## src/rtl/lsu_axi_master.sv

```systemverilog
// Data-memory AXI4-Lite master: one load/store at a time, stalls the pipeline until the response.
// Optional error reporting on SLVERR/DECERR is enabled by defining LSU_AXI_ERR_EN.
module lsu_axi_master #(
    parameter logic [31:0] AXI_BASE = 32'h4000_0000,
    parameter logic [31:0] AXI_MASK = 32'hF000_0000
) (
    input  logic        clk,
    input  logic        rst,
    input  logic        mem_req_i,
    input  logic        mem_we_i,
    input  logic [31:0] mem_addr_i,
    input  logic [31:0] mem_wdata_i,
    input  logic [3:0]  mem_wstrb_i,
    output logic [31:0] mem_rdata_o,
    output logic        m_axi_stall_o,
    output logic [31:0] m_axi_awaddr_o,
    output logic        m_axi_awvalid_o,
    input  logic        m_axi_awready_i,
    output logic [31:0] m_axi_wdata_o,
    output logic [3:0]  m_axi_wstrb_o,
    output logic        m_axi_wvalid_o,
    input  logic        m_axi_wready_i,
    input  logic [1:0]  m_axi_bresp_i,
    input  logic        m_axi_bvalid_i,
    output logic        m_axi_bready_o,
    output logic [31:0] m_axi_araddr_o,
    output logic        m_axi_arvalid_o,
    input  logic        m_axi_arready_i,
    input  logic [31:0] m_axi_rdata_i,
    input  logic [1:0]  m_axi_rresp_i,
    input  logic        m_axi_rvalid_i,
    output logic        m_axi_rready_o,
    output logic        err_o,
    output logic [31:0] err_addr_o
);

    typedef enum logic [2:0] {IDLE, WR, WB, RD, RR, DONE} state_t;

    state_t      state_reg, state_next;
    logic [31:0] addr_reg;
    logic [31:0] wdata_reg;
    logic [3:0]  wstrb_reg;
    logic [31:0] rdata_reg;
    logic        awvalid_reg, wvalid_reg, bready_reg, arvalid_reg, rready_reg;
    logic        hit, aw_done, w_done, stall;

    assign hit = mem_req_i & ((mem_addr_i & AXI_MASK) == AXI_BASE);

    // A channel is done once its valid has dropped, or it handshakes this cycle.
    assign aw_done = ~awvalid_reg | m_axi_awready_i;
    assign w_done  = ~wvalid_reg  | m_axi_wready_i;

    always_comb begin
        state_next = state_reg;
        stall      = 1'b0;
        case (state_reg)
            IDLE: begin
                stall = hit;
                if (hit)
                    state_next = mem_we_i ? WR : RD;
            end
            WR: begin
                stall = 1'b1;
                if (aw_done && w_done)
                    state_next = WB;
            end
            WB: begin
                stall = 1'b1;
                if (m_axi_bvalid_i)
                    state_next = DONE;
            end
            RD: begin
                stall = 1'b1;
                if (m_axi_arready_i)
                    state_next = RR;
            end
            RR: begin
                stall = 1'b1;
                if (m_axi_rvalid_i)
                    state_next = DONE;
            end
            // Request is still on the inputs here; returning to IDLE without issuing avoids a repeat.
            DONE:    state_next = IDLE;
            default: state_next = IDLE;
        endcase
    end

    always_ff @(posedge clk or posedge rst) begin
        if (rst) begin
            state_reg   <= IDLE;
            addr_reg    <= '0;
            wdata_reg   <= '0;
            wstrb_reg   <= '0;
            rdata_reg   <= '0;
            awvalid_reg <= 1'b0;
            wvalid_reg  <= 1'b0;
            bready_reg  <= 1'b0;
            arvalid_reg <= 1'b0;
            rready_reg  <= 1'b0;
        end else begin
            state_reg <= state_next;
            case (state_reg)
                IDLE: begin
                    if (hit) begin
                        addr_reg    <= mem_addr_i;
                        wdata_reg   <= mem_wdata_i;
                        wstrb_reg   <= mem_wstrb_i;
                        awvalid_reg <= mem_we_i;
                        wvalid_reg  <= mem_we_i;
                        arvalid_reg <= ~mem_we_i;
                    end
                end
                WR: begin
                    if (m_axi_awready_i)
                        awvalid_reg <= 1'b0;
                    if (m_axi_wready_i)
                        wvalid_reg <= 1'b0;
                    if (aw_done && w_done)
                        bready_reg <= 1'b1;
                end
                WB: begin
                    if (m_axi_bvalid_i)
                        bready_reg <= 1'b0;
                end
                RD: begin
                    if (m_axi_arready_i) begin
                        arvalid_reg <= 1'b0;
                        rready_reg  <= 1'b1;
                    end
                end
                RR: begin
                    if (m_axi_rvalid_i) begin
                        rready_reg <= 1'b0;
                        rdata_reg  <= m_axi_rdata_i;
                    end
                end
                default: ;
            endcase
        end
    end

`ifdef LSU_AXI_ERR_EN
    logic        err_reg;
    logic [31:0] err_addr_reg;
    logic        resp_err;
    logic        unused_resp;

    // Only bit 1 distinguishes SLVERR/DECERR from OKAY/EXOKAY.
    assign unused_resp = m_axi_bresp_i[0] ^ m_axi_rresp_i[0];
    assign resp_err = ((state_reg == WB) && m_axi_bvalid_i && m_axi_bresp_i[1]) ||
                      ((state_reg == RR) && m_axi_rvalid_i && m_axi_rresp_i[1]);

    always_ff @(posedge clk or posedge rst) begin
        if (rst) begin
            err_reg      <= 1'b0;
            err_addr_reg <= '0;
        end else begin
            err_reg <= resp_err;
            if (resp_err)
                err_addr_reg <= addr_reg;
        end
    end

    assign err_o      = err_reg;
    assign err_addr_o = err_addr_reg;
`else
    logic unused_resp;

    assign unused_resp = ^{m_axi_bresp_i, m_axi_rresp_i};
    assign err_o       = 1'b0;
    assign err_addr_o  = '0;
`endif

    assign m_axi_stall_o   = stall;
    assign mem_rdata_o     = rdata_reg;
    assign m_axi_awaddr_o  = addr_reg;
    assign m_axi_araddr_o  = addr_reg;
    assign m_axi_wdata_o   = wdata_reg;
    assign m_axi_wstrb_o   = wstrb_reg;
    assign m_axi_awvalid_o = awvalid_reg;
    assign m_axi_wvalid_o  = wvalid_reg;
    assign m_axi_bready_o  = bready_reg;
    assign m_axi_arvalid_o = arvalid_reg;
    assign m_axi_rready_o  = rready_reg;

endmodule

```

## config.mk

```make
export PLATFORM = sky130hd
export DESIGN_NAME = lsu_axi_master
export DESIGN_NICKNAME = d
export VERILOG_FILES = /design/src/rtl/lsu_axi_master.sv
export SDC_FILE = /design/constraint.sdc
export NUM_CORES = 1
export LEC_CHECK = 0
export CORE_UTILIZATION = 38
export DETAILED_ROUTE_END_ITERATION = 16
export GPL_TIMING_DRIVEN = 0
export HOLD_SLACK_MARGIN = 0.05
export MAX_ROUTING_LAYER = met4
export PLACE_DENSITY = 0.8
export SLEW_MARGIN = 20
export SYNTH_ARGS = -nofsm -noshare
export SYNTH_HDL_FRONTEND = slang
export SYNTH_SLANG_ARGS = --single-unit
```

## constraint.sdc

```tcl
create_clock -name clk -period 4.3 [get_ports clk]
set_input_delay 0.86 -clock clk [delete_from_list [all_inputs] [get_ports clk]]
set_output_delay 0.86 -clock clk [all_outputs]
set_load 0.02 [all_outputs]
```

==> run_results.csv, run 1 <==
group,metric,value,unit
run_status,status,"completed",
die,start_util,38.92,%
route,final_antenna_net_count,0,
layout,seqCellArea,2703,um2
layout,drive_gt1_share,30.89,%
yosys,synth_seq_cells,108,
sta,whs,0.5040,ns
global_routing,grt_antenna_before_repair,1,
yosys,yosysWarnings,0,
critical_path,rr_endpoint,"mem_rdata_o[21]$_DFFE_PP0P_",
clock_network,htree_levels,3,
power_and_ir_drop,ir_drop,0.3865,mV
yosys,synthTopCellsByArea,"dfrtp_1 55%, mux2_2 13%, mux2_4 12%",
sta,setup_ws,0.7489,ns
min_path,hold_class,"reg2reg",
layout,fillCellCount,947,
layout,areaGrowthSynthToFinish,63.68,%
power_and_ir_drop,internal-power,0.003517,W
route,vias,3506,
yosys,ys.flop_type,"dfrtp_1",
yosys,synth_fa_ha_area_share,0,%
critical_path,path_class,"in2out",
placement,hpwl,9875,um
route,drc_errors,0,
sta,fin_skew,0.008806,ns
placement,port_buffers,246,
critical_path,worstPathArrival,2.69,ns
sta,report.final.slew_viol_count,0,
min_path,worstHoldPathCells,1,
yosys,synth_most_common_cell,"dfrtp_1",
power_and_ir_drop,p_seq_share,32.0,%
yosys,synth_top_family_by_area,"multiplexers",
power_and_ir_drop,finalPower,0.005498,W
yosys,synthCells,333,
global_routing,grt-ovfl-total,0,
global_routing,grt_pass1_vias,3632,
route,dr.pass1.iters,4,
die,die_h,115.5,um
yosys,synthSimpleGateAreaFrac,3.529,%
route,wl,12520,um
power_and_ir_drop,p_switching,0.001980,W
critical_path,reg2reg_slack,2.42,ns
yosys,ys_types,33,
global_routing,grt_max_degree,58,
yosys,async_flop_share,100.0,%
die,rows,41,
sta,min_period,3.551,ns
global_routing,grt_pass1_wl,18540,um
sta,fmax,281.6,MHz
sta,fin_crit_sh,82.58,%
yosys,muxShareOfSynthArea,25.63,%
clock_network,cts_buffers,9,
route,viasPerCell,4.377,
placement,place_congestion,0.8105,
yosys,ys_seq_area_share,55.24,%
yosys,synth_common_cells,"108 x dfrtp_1, 68 x buf_4, 58 x mux2_2",
clock_network,cts_tree,"built",
job,cap_violations,0,
clock_network,clockBufferDepth,2,
min_path,min_from,"m_axi_araddr_o[30]$_DFFE_PP0P_",
yosys,synth_area,4892,um2
power_and_ir_drop,swShare,36.02,%
sta,setup_violations,0,
clock_network,clk_pin_slew,0.07,ns
layout,nets,736,
die,dieWidth,115.5,um
die,ios,284,
sta,hold_violations,0,
clock_network,hold_buffers,0,
yosys,synth_compound_gate_area_share,2.046,%
critical_path,worst_setup_path_start_kind,"input port",
yosys,synth_edf_count,0,
yosys,synth_top_area_share,55.24,%
power_and_ir_drop,p_leak,3.583,nW
power_and_ir_drop,clkPwrFrac,14.6,%
die,dieArea,13330,um2
critical_path,reg2reg_depth,4,
critical_path,cp-end-kind,"output pin",
critical_path,required,3.44,ns
sta,rsz0062_at_grt,"no",
clock_network,cts-resized-gates,0,
die,design.core.area,12570,um2
placement,place_ws,0.7351,ns
power_and_ir_drop,pwr-share-comb,53.4,%
critical_path,r2r-start,"state_reg[1]$_DFFE_PP0P_",
layout,multi_input_area,1650,um2
clock_network,clock_latency,0.36,ns
clock_network,cts_root_buf,"clkbuf_16",
route,wl_per_cell,15.63,um
yosys,synth_xor_xnor_area_share,0,%
clock_network,postCtsSetupBuffers,0,
power_and_ir_drop,powerDensity,686.6,nW/um2
yosys,avgSynthCellArea,14.69,um2
route,initialDrtViolationCount,82,
clock_network,cts.sinks,108,
global_routing,grt_usage,19.37,%
yosys,yosysTopAreaCell,"dfrtp_1",
min_path,holdPathEnd,"m_axi_araddr_o[30]$_DFFE_PP0P_",
critical_path,critical_path_peak_fanout,6,
==> power by group through the flow <==
stage	logic (W)	registers (W)	clock network (W)
4_1_cts	0.00296	0.00176	0.000824
5_1_grt	0.00309	0.00182	0.000860
2_1_floorplan	0.00100	0.00228	0
3_3_place_gp	0.00289	0.00175	0
3_5_place_dp	0.00295	0.00178	0
6_report	0.00294	0.00176	0.000802
==> area by class of cell <==
type	count	area share, %
Timing Repair Buffer	247	31.09
Buffer	78	7.906
Clock buffer	9	2.813
Sequential cell	108	33.75
Multi-Input combinational cell	172	20.61
Tap cell	172	2.687
Inverter	7	0.3906
Clock inverter	7	0.7188
Antenna cell	1	0.03125
==> placed cells by master (no fill, tap or decap), types with 3 or more instances in the layout <==
cell type,count
clkdlybuf4s50_1,246
dfrtp_1,108
buf_4,68
mux2_2,58
mux2_4,38
conb_1,33
clkbuf_16,9
inv_1,6
buf_12,5
inv_6,5
o21ai_0,5
nand2_1,4
and2_1,3
nor2b_1,3
mux2i_1,3
nor2_1,3
buf_2,3
==> cell families (layout without fill, tap and decap cells) <==
group,count (synthesis),after routing
AOI/OAI and AO/OA,14,14
buffers and inverters,85,348
DFF,108,108
muxes,99,99
other,1,34
and+or+nand+nor,26,26
==> critical path, stage by stage <==
cell and delay, ns:
clkdlybuf4s50_1 0.44, nor4b_4 0.47, a21oi_1 0.13, mux2i_1 0.15, clkdlybuf4s50_1 0.63
==> metal layers <==
metal	up-vias	GRT usage [%]	wire, um
met1	1700	20.58	4745
li1	1624	-	-
met5	-	-	0
met4	0	8.831	277
met3	16	4.707	879
met2	166	34.01	6621
==> through the flow <==
stage | cell area, um2 | setup TNS (ns) | std cells | utilization (%)
2_1_floorplan | 5012 | 0 | 365 | -
3_3_place_gp | 7690 | -100.34 | 783 | 61.18
3_5_place_dp | 7722 | 0 | 784 | 61.44
5_1_grt | 8008 | 0 | 801 | 63.71
4_1_cts | 8005 | 0 | 800 | 63.69
6_report | 8008 | 0 | 801 | 63.71
==> worst max-delay path by stage <==
stage,end,slack (ns),from,depth (start not counted)
final,m_axi_stall_o,0.75,mem_addr_i[28],5
after global routing,m_axi_stall_o,0.66,mem_addr_i[28],5
after CTS,m_axi_stall_o,0.74,mem_addr_i[28],5
after detailed placement,m_axi_stall_o,0.74,mem_addr_i[28],5
after floorplan,m_axi_araddr_o[0]$_DFFE_PP0P_,0.59,rst,1
after global placement,mem_rdata_o[13]$_DFFE_PP0P_,-0.94,rst,2
(Power assumes the default switching activity.)
==> run 2, diff against run 1 <==
--- a/config.mk
+++ b/config.mk
@@ -5,12 +5,12 @@
 export SDC_FILE = /design/constraint.sdc
 export NUM_CORES = 1
 export LEC_CHECK = 0
-export CORE_UTILIZATION = 38
+export CORE_UTILIZATION = 35
 export DETAILED_ROUTE_END_ITERATION = 16
 export GPL_TIMING_DRIVEN = 0
 export HOLD_SLACK_MARGIN = 0.05
 export MAX_ROUTING_LAYER = met4
-export PLACE_DENSITY = 0.8
+export PLACE_DENSITY = 0.78
 export SLEW_MARGIN = 20
 export SYNTH_ARGS = -nofsm -noshare
 export SYNTH_HDL_FRONTEND = slang
==> constraint.sdc (replaced) <==
create_clock -name clk -period 2.95 [get_ports clk]
set_input_delay 0.59 -clock clk [delete_from_list [all_inputs] [get_ports clk]]
set_output_delay 0.59 -clock clk [all_outputs]
set_load 0.02 [all_outputs]
==> run_results.csv, run 2 (synthesis results as in run 1) <==
group,metric,value,unit
placement,place_area,7759,um2
clock_network,clockBufferDepth,2,
power_and_ir_drop,ir_drop,0.5672,mV
critical_path,cp-end-kind,"output pin",
die,ios,284,
placement,port_buffers,246,
layout,areaGrowthSynthToFinish,64.88,%
sta,report.final.slew_viol_count,0,
layout,final_cell_mix,"246 x clkdlybuf4s50_1, 108 x dfrtp_1, 69 x buf_4",
layout,utilization,59.96,%
route,wl,12290,um
clock_network,hold_buffers,0,
global_routing,grt_pass1_wl,19300,um
clock_network,cts_tree,"built",
clock_network,htree_levels,3,
sta,fin_skew,0.008904,ns
die,dieArea,14450,um2
layout,drive_gt1_share,31.06,%
power_and_ir_drop,internal-power,0.005213,W
job,cap_violations,0,
layout,layout_commonest_cell,"clkdlybuf4s50_1",
placement,hpwl,9517,um
min_path,hold_class,"reg2reg",
sta,min_period,2.842,ns
power_and_ir_drop,pwr-share-comb,53.0,%
critical_path,required,2.36,ns
die,design.core.area,13450,um2
die,die_h,120.2,um
run_status,status,"completed",
clock_network,cts-resized-gates,0,
sta,finalSetupTns,0,ns
power_and_ir_drop,finalPower,0.008056,W
route,final_antenna_net_count,0,
clock_network,cts_root_buf,"clkbuf_16",
route,viasPerCell,4.406,
placement,place_congestion,0.8361,
critical_path,worst_setup_path_start_kind,"input port",
sta,setup_violations,0,
clock_network,cts_buffers,9,
route,initialDrtViolationCount,141,
clock_network,clk_pin_slew,0.07,ns
power_and_ir_drop,powerDensity,998.8,nW/um2
power_and_ir_drop,swShare,35.30,%
die,start_util,36.37,%
sta,hold_violations,0,
layout,stdcell_area,8066,um2
global_routing,grt_pass1_vias,3638,
sta,fmax,351.9,MHz
critical_path,path_class,"in2out",
layout,num_antenna_cells,0,
power_and_ir_drop,p_switching,0.002844,W
critical_path,critical_path_peak_fanout,2,
global_routing,grt-ovfl-total,0,
route,dr.pass1.iters,6,
die,dieWidth,120.2,um
sta,max_slew.worst_pin.slew,0.5166,ns
route,vias,3556,
power_and_ir_drop,clkPwrFrac,15.2,%
route,drc_errors,0,
power_and_ir_drop,p_leak,3.604,nW
sta,relSlewSlack,65.49,%
route,wl_per_cell,15.23,um
global_routing,grt_usage,18.03,%
layout,nets,739,
critical_path,worstPathArrival,2.25,ns
clock_network,clock_latency,0.35,ns
global_routing,grt_max_degree,33,
sta,rsz0062_at_grt,"no",
sta,fin_crit_sh,96.32,%
die,rows,42,
clock_network,cts.sinks,108,
sta,whs,0.5083,ns
power_and_ir_drop,p_seq_share,31.8,%
global_routing,grt_antenna_before_repair,0,
-- run 2: layout make-up --
cell class	instances	area, um2
Buffer	78	633.1
Tap cell	176	220.2
Sequential cell	108	2703
Inverter	7	30.03
Multi-Input combinational cell	172	1650
Fill cell	1056	5386
Timing Repair Buffer	250	2530
Clock buffer	10	229.0
Clock inverter	6	71.32
-- run 2: per-layer routing --
metal / GRT usage [%] / vias to the layer above / routed length [um]
li1: - / 1622 / -
met1: 20.16 / 1755 / 4639
met2: 30.93 / 168 / 6508
met3: 5.613 / 11 / 994
met4: 5.324 / 0 / 146
met5: - / - / 0
-- run 2: critical path, cell delays in order --
cell	delay [ns]
clkdlybuf4s50_1	0.44
nor4b_4	0.32
a21oi_1	0.11
mux2i_1	0.15
clkdlybuf4s50_1	0.64
-- run 2: power groups by stage --
stage,sequential [W],combinational [W],clock [W]
finish,0.00256,0.00427,0.00123
global route,0.00266,0.00448,0.00132
CTS,0.00257,0.00430,0.00127
detailed placement,0.00259,0.00428,0
global placement,0.00254,0.00422,0
floorplan,0.00332,0.00146,0
-- run 2: path summary, 6_finish.rpt --
check / slack, ns / cells after the start / to / from
hold / removal: 0.51 / 1 / mem_rdata_o[6]$_DFFE_PP0P_ / mem_rdata_o[6]$_DFFE_PP0P_
min in group asynchronous: 0.62 / 2 / mem_rdata_o[30]$_DFFE_PP0P_ / rst
hold reg to reg: 0.51 / 1 / mem_rdata_o[6]$_DFFE_PP0P_ / mem_rdata_o[6]$_DFFE_PP0P_
max in group asynchronous: 1.60 / 4 / m_axi_araddr_o[8]$_DFFE_PP0P_ / rst
setup reg to reg: 1.05 / 4 / mem_rdata_o[18]$_DFFE_PP0P_ / state_reg[1]$_DFFE_PP0P_
setup / recovery: 0.11 / 5 / m_axi_stall_o / mem_addr_i[29]
-- run 2: metrics by stage --
| stage | setup slack, ns | std cells |
|---|---|---|
| after floorplan | 0.9252 | 365 |
| after global placement | -0.03606 | 787 |
| after detailed placement | -0.04502 | 790 |
| after CTS | 0.08951 | 807 |
| after global routing | 0.03227 | 807 |
| final | 0.1085 | 807 |
-- run 2: what timing repair did --
action | 4_1_cts | 5_1_grt
endpoints found under the setup margin | 1 | 0
setup buffers | 1 | 0
hold endpoints to repair | 0 | 0
==> run 3, diff against run 2 <==
--- a/config.mk
+++ b/config.mk
@@ -5,6 +5,8 @@
 export SDC_FILE = /design/constraint.sdc
 export NUM_CORES = 1
 export LEC_CHECK = 0
+export CAP_MARGIN = 20
+export CORE_MARGIN = 2
 export CORE_UTILIZATION = 35
 export DETAILED_ROUTE_END_ITERATION = 16
 export GPL_TIMING_DRIVEN = 0
==> run_results.csv, run 3 (synthesis results as in run 1) <==
group,metric,value,unit
run_status,status,"completed",
power_and_ir_drop,p_leak,3.610,nW
clock_network,cts_root_buf,"clkbuf_16",
route,viasPerCell,4.326,
layout,final_cell_mix,"246 x clkdlybuf4s50_1, 108 x dfrtp_1, 69 x buf_4",
die,die_h,122.2,um
layout,stdcell_area,8082,um2
layout,fillCellCount,1121,
critical_path,worst_setup_path_start_kind,"input port",
route,dr.pass1.iters,5,
job,cap_violations,0,
clock_network,clock_latency,0.34,ns
placement,place_congestion,0.7742,
critical_path,path_common_cell,"clkdlybuf4s50_1",
clock_network,htree_levels,3,
power_and_ir_drop,p_seq_share,31.7,%
min_path,hold_class,"reg2reg",
sta,setup_violations,0,
sta,fmax,347.3,MHz
placement,place_area,7764,um2
power_and_ir_drop,clkPwrFrac,15.3,%
sta,rsz0062_at_grt,"no",
global_routing,grt_pass1_wl,18250,um
layout,layout_commonest_cell,"clkdlybuf4s50_1",
clock_network,cts.sinks,108,
sta,fin_skew,0.004186,ns
power_and_ir_drop,p_switching,0.002819,W
sta,fin_crit_sh,97.62,%
clock_network,clockBufferDepth,2,
placement,port_buffers,246,
sta,hold_violations,0,
die,dieArea,14940,um2
clock_network,cts_tree,"built",
critical_path,path_class,"in2out",
global_routing,grt_pass1_vias,3498,
critical_path,critical_path.max_stage_delay,0.64,ns
die,rows,43,
layout,drive_gt1_share,31.22,%
die,dieWidth,122.2,um
placement,hpwl,9446,um
critical_path,crit_chain,"clkdlybuf4s50_1, nor4b_4, a21oi_1, mux2i_1, clkdlybuf4s50_1",
route,vias,3508,
critical_path,worstPathArrival,2.29,ns
critical_path,cp-end-kind,"output pin",
critical_path,critical_path_peak_fanout,2,
critical_path,required,2.36,ns
power_and_ir_drop,pwr-share-comb,53.0,%
die,ios,284,
power_and_ir_drop,internal-power,0.005236,W
global_routing,grt_usage,16.33,%
critical_path,cp_slowest_cell,"clkdlybuf4s50_1",
route,wl_per_cell,14.89,um
route,drc_errors,0,
clock_network,clk_pin_slew,0.07,ns
power_and_ir_drop,powerDensity,996.7,nW/um2
global_routing,grt_max_degree,35,
route,final_antenna_net_count,0,
die,start_util,35.52,%
route,initialDrtViolationCount,105,
sta,finalSetupTns,0,ns
power_and_ir_drop,ir_drop,0.5254,mV
sta,report.final.slew_viol_count,0,
route,wl,12080,um
die,design.core.area,13770,um2
clock_network,cts_buffers,9,
power_and_ir_drop,swShare,34.99,%
power_and_ir_drop,finalPower,0.008055,W
global_routing,grt-ovfl-total,0,
global_routing,grt_antenna_before_repair,0,
layout,num_antenna_cells,0,
layout,areaGrowthSynthToFinish,65.19,%
sta,min_period,2.880,ns
layout,nets,739,
-- run 3: changes by cell type in the layout (fill, tap and decap cells not counted) --
cell,previous run,this run
clkbuf_1,3,2
clkbuf_8,0,1
-- run 3: final cells by class --
cell class	instances	area [um2]	share of cell area (%)
Sequential cell	108	2703	33.44
Timing Repair Buffer	250	2530	31.31
Multi-Input combinational cell	172	1650	20.42
Buffer	78	633.1	7.834
Clock buffer	10	239.0	2.957
Tap cell	180	225.2	2.787
Clock inverter	6	71.32	0.8825
Inverter	7	30.03	0.3716
-- run 3: through the flow --
step                      hold slack (ns)  std cells  setup slack, ns  util [%]
after floorplan                    0.5822        365           0.9252         -
after global placement             0.4869        791         -0.03956     55.93
after detailed placement           0.4942        794         -0.05196     56.37
after CTS                          0.5099        811          0.06931     58.68
after global routing               0.5211        811          0.01039     58.68
final                              0.5088        811          0.07023     58.68
-- run 3: final timing paths --
check                           cells after the start                         from                        endpoint  slack (ns)
worst max-delay path                                5               mem_addr_i[31]                   m_axi_stall_o        0.07
worst min-delay path                                1  mem_rdata_o[26]$_DFFE_PP0P_     mem_rdata_o[26]$_DFFE_PP0P_        0.51
worst max register to register                      4     state_reg[1]$_DFFE_PP0P_      mem_rdata_o[6]$_DFFE_PP0P_        1.06
worst min register to register                      1  mem_rdata_o[26]$_DFFE_PP0P_     mem_rdata_o[26]$_DFFE_PP0P_        0.51
max in group asynchronous                           4                          rst  m_axi_araddr_o[13]$_DFFE_PP0P_        1.64
min in group asynchronous                           2                          rst     mem_rdata_o[23]$_DFFE_PP0P_        0.59
-- run 3: timing repair --
action	4_1_cts	5_1_grt
setup endpoints to repair	1	0
hold buffers	0	0
gates resized for setup	0	0
setup buffers	1	0
-- run 3: power groups by stage --
stage / Sequential [W] / Clock (W) / Combinational (W)
finish: 0.00255 / 0.00123 / 0.00427
global route: 0.00264 / 0.00135 / 0.00450
CTS: 0.00256 / 0.00129 / 0.00431
detailed placement: 0.00258 / 0 / 0.00429
global placement: 0.00254 / 0 / 0.00423
floorplan: 0.00332 / 0 / 0.00146
-- run 3: layer usage --
metal	track usage [%]	vias to the layer above	wire length, um	share of wire [%]
met4	5.029	0	163	1.3
met1	18.99	1693	4680	39
met5	-	-	0	0
met3	5.297	15	1040	8.6
met2	26.94	176	6191	51
li1	-	1624	-	-
-- run 3: critical path, delay by kind of cell --
kind                   cells  cell delay [ns]
buffers and inverters      2             1.10
AND/OR/NAND/NOR            1             0.33
multiplexers               1             0.16
AO/OA/AOI/OAI              1             0.11
